<file path="config.mk">
export PLATFORM = sky130hd
export DESIGN_NAME = instr_store
export DESIGN_NICKNAME = d
export VERILOG_FILES = /design/src/rtl/instr_store.sv
export SDC_FILE = /design/constraint.sdc
export NUM_CORES = 2
export LEC_CHECK = 0
export CAP_MARGIN = 15
export CORE_MARGIN = 8
export CORE_UTILIZATION = 55
export DETAILED_ROUTE_END_ITERATION = 7
export PLACE_DENSITY = 0.71
export SLEW_MARGIN = 25
export SYNTH_ARGS = -nofsm -noshare
export SYNTH_HDL_FRONTEND = slang
export SYNTH_SLANG_ARGS = --single-unit
</file>
<file path="constraint.sdc">
create_clock -name clock -period 6 [get_ports clock]
set_clock_uncertainty 0.1 [all_clocks]
set_input_delay 0.6 -clock clock [delete_from_list [all_inputs] [get_ports clock]]
set_output_delay 0.6 -clock clock [all_outputs]
set_load 0.01 [all_outputs]
</file>
<file path="src/rtl/instr_store.sv">
// Instruction RAM with a byte-stream program loader. Serves NOP until a
// complete program is present, and for PCs past the loaded length.
module instr_store #(
  parameter int         DEPTH = 256,
  parameter logic [7:0] NOP   = 8'hC0
) (
  input  logic       clock,
  input  logic       reset,
  input  logic       load_start,
  input  logic       load_valid,
  input  logic [7:0] load_data,
  input  logic       load_last,
  output logic       load_ready,
  output logic [8:0] load_count,
  output logic [7:0] checksum,
  output logic       overflow_err,
  output logic       cpu_run,
  input  logic [7:0] pc_address,
  output logic [7:0] instruction
);

  typedef enum logic [1:0] {EMPTY, LOAD, RUN} state_t;

  localparam logic [8:0] LAST_IDX = 9'(DEPTH - 1);

  state_t     r_state;
  logic [8:0] r_count;
  logic [7:0] r_sum;
  logic       r_ovf;
  logic       r_ready;
  logic       r_run;
  logic [7:0] r_mem [DEPTH];

  logic       w_accept;
  logic       w_hit;

  // load_start outranks a byte presented in the same cycle
  assign w_accept = load_valid & r_ready & ~load_start;

  always_ff @(posedge clock) begin
    if (!reset) begin
      r_state <= EMPTY;
      r_count <= '0;
      r_sum   <= '0;
      r_ovf   <= 1'b0;
      r_ready <= 1'b0;
      r_run   <= 1'b0;
    end else if (load_start) begin
      r_state <= LOAD;
      r_count <= '0;
      r_sum   <= '0;
      r_ovf   <= 1'b0;
      r_ready <= 1'b1;
      r_run   <= 1'b0;
    end else if (w_accept) begin
      r_count <= r_count + 9'd1;
      r_sum   <= r_sum + load_data;
      if (load_last || r_count == LAST_IDX) begin
        r_state <= RUN;
        r_ready <= 1'b0;
        r_run   <= 1'b1;
        r_ovf   <= ~load_last;
      end
    end
  end

  // RAM is deliberately not reset; the reset gate only blocks a write in the reset cycle
  always_ff @(posedge clock) begin
    if (reset && w_accept) begin
      r_mem[r_count[7:0]] <= load_data;
    end
  end

  assign w_hit       = (r_state == RUN) && ({1'b0, pc_address} < r_count);
  assign instruction = w_hit ? r_mem[pc_address] : NOP;

  assign load_ready   = r_ready;
  assign load_count   = r_count;
  assign checksum     = r_sum;
  assign overflow_err = r_ovf;
  assign cpu_run      = r_run;

endmodule
</file>
==> impl_results.md <==
* Count of final setup violators at 0
* Area share of the largest cell type after synthesis at 75.0%
* Maximum vdd drop at 0.248 mV
* Distinct cell type count after synthesis at 79
* Reg clk slew, reported paths at 0.06 ns
* Routed wire per std cell at 35.0 um
* Slew margin rel. at 17.5%
* Slowest-stage cell, CP: nor4_1
* Layout fillers at 10000
* Fin. max-slew vios at 0
* Leak at 0.0288 uW
* Synth area leader: edfxtp_1
* Seq/Total Area, Yosys at 75.5%
* Max Cap Viol at 0
* Worst setup EP type: output port
* Clock Path Buffers at 3
* Buf+Inv Stages, Crit Path at 3
* Pwr dens at 327 nW/um2
* Placement Cell Area at 84500 um2
* Number of flops mapped to enable cells by yosys at 2048
* Critical path type: register to output port
* DRT antenna net count at 0
* Hold_buf cts at 0
* Top-count cell post-synth: edfxtp_1
* PostCTS Resize Cnt at 0
* Drt total wl at 222000 um
* Max frequency at 0.169 GHz
* Root Buffer: clkbuf_16
* Vias in the first global route at 42400
* Crit path max fanout at 8
* Crit-path cells: inv_1 -> ha_1 -> or3_1 -> a21oi_1 -> o21ai_1 -> buf_4 -> a211o_1 -> nor4_1 -> a31oi_1 -> nand4_1 -> clkdlybuf4s50_1
* Grt ovf at 0
* Final hold violations at 0
* Initial antenna violation count at 7
* Inserted Clock Buffers at 199
* Largest net degree at the start of global routing at 179
* Syn Inst Count at 4062
* Layout area overhead at 10.9%
* Die Area at 162000 um2
* Vias at 43300
* Placer congestion estimate at 0.908
* Critical path data required time at 5.30 ns
* Synth warn at 0
* Worst hold margin at 0.189 ns
* TritonCTS clock tree: yes
* Crit path time final at 5.93 ns
* Main flop type after synthesis: edfxtp_1
* Final worst path period share at 98.9%
* Share of post-route cells with drive strength above 1 at 19.5%
* Post-synth ARST share at 0%
* Synth Register Bits at 2068
* Row cnt at 141
* Area of the mapped netlist at 82000 um2
* Die H at 402 um
* Buffers on Ports at 48
* Top cells by area, synth: edfxtp_1, mux4_2, mux2i_1
* Drt drc at 0
* First-pass GRT wire length at 314000 um
* Die W at 402 um
* Setup repair after global routing missed its margin: false
* Worst stage delay on the critical path at 0.92 ns
* Via density at 6.84
* Initial core utilization at 55.5%
* Overall routing resource usage at 26.9%
* Avg Cell Area, Syn at 20.2 um2
* Crit-path leading delay family: simple AND/OR/NAND/NOR gates
* IO Count at 49
* H-tree Lvls at 4
* CTS sink count at 2068
* Post-synth top cells: edfxtp_1, mux4_2, nor2_1
* Worst EP arrival at 5.23 ns
* Worst min path class: input pin to register
* Setup TNS at 0 ns
* CORE AREA at 148000 um2
* Total iterations of the first detailed-routing run at 6
* Status: complete, no violations
* Final Net Count at 4269
* Actual slew at the worst max-slew pin at 1.23 ns
* Dpl hpwl at 134000 um
* Latest clock arrival within the worst-skew pair at 0.83 ns
* Syn nets at 4103
* Worst Setup Start Kind: register
* Final Cell Area at 90900 um2
* DR iter-0 viols at 6543
* # Post-CTS Setup Buffers at 0
==> cells in the final DEF (no fill, tap or decap), types with 7 or more instances in the layout <==
master              n
a211oi_1           21
a21oi_1            69
a221o_1            25
a221oi_1           76
a221oi_2           19
a22o_1             21
a22oi_1            54
a31oi_1             7
and3_1              8
buf_12             24
buf_4             138
bufinv_16          17
clkbuf_1           40
clkbuf_16         207
clkbuf_8           11
clkdlybuf4s50_1    34
clkinv_1           61
clkinv_2           31
dfxtp_1            20
edfxtp_1         2048
ha_1               19
inv_1              14
mux2i_1           268
mux4_1             34
mux4_2            358
nand2_1            92
nand2b_1           12
nand3_1            37
nand4_1            11
nor2_1            329
nor2b_1            13
nor3_1             18
nor4_1             17
o211ai_1           10
o21ai_0            44
o21ai_1            18
o22ai_1            32
o31ai_1            13
xnor2_1            12
==> registers in the layout (all words and copies together) (netlist names) <==
| signal | flops |
|---|---|
| r_mem | 2048 |
| load_count | 9 |
| overflow_err | 1 |
| cpu_run | 1 |
| r_state | 1 |
| checksum | 8 |
==> stage by stage <==
step / total power (uW) / setup slack (ns) / utilization (%) / instances
2_1_floorplan: 17000 / 2.82 / - / 4062
3_3_place_gp: 17600 / 0.194 / 57.1 / 5956
3_5_place_dp: 17600 / 0.560 / 57.2 / 5957
4_1_cts: 29800 / 0.0304 / 61.5 / 6327
5_1_grt: 30400 / 0.0457 / 61.5 / 6327
6_report: 29800 / 0.0687 / 61.5 / 6331
==> report_power, final <==
part           switching (uW)  internal [uW]  leakage (uW)  total (uW)
Clock                    5350           7050       0.00313       12400
Combinational             988            497       0.00711        1490
Sequential               2.50          15900        0.0186       15900
Total                    6340          23400        0.0288       29800
==> layout make-up <==
type,instances,area [um2],area share [%]
inverters,17,67.6,0.0743
repair buffers,209,2020,2.23
multi-input cells,1733,18100,19.9
clock inverters,120,1030,1.13
flip-flops and latches,2068,61900,68.1
well taps,1930,2410,2.66
diodes,4,10.0,0.0110
clock buffers,250,5370,5.91
==> path summary, 6_finish.rpt <==
| check | from | to | slack, ns | cells past startpoint |
|---|---|---|---|---|
| max reg2reg | r_state[0]$_SDFFE_PN0P_ | r_mem[107][5]$_DFFE_PP_ | 2.26 | 5 |
| max | load_count[6]$_SDFFE_PP0P_ | instruction[4] | 0.07 | 11 |
| min | load_data[4] | r_mem[192][4]$_DFFE_PP_ | 0.19 | 1 |
| min reg2reg | checksum[3]$_SDFFE_PP0P_ | checksum[3]$_SDFFE_PP0P_ | 0.38 | 2 |
==> kinds of logic after synthesis <==
logic type,after synthesis,share of synthesized area (%)
DFF,2068,75.5
muxes,665,14.3
and+or+nand+nor,573,3.00
AOI/OAI and AO/OA,463,4.27
buffers and inverters,261,2.56
adders and majority gates,20,0.314
xor gates and xnor gates,12,0.128
==> routing by layer <==
layer	share of wire, %	wire, um	GRT usage (%)
met5	0.0063	14	0
met4	4.0	8760	10.3
met3	13	29000	7.53
met2	45	101000	40.2
met1	37	83100	38.1
Power figures use the tool's default switching activity.
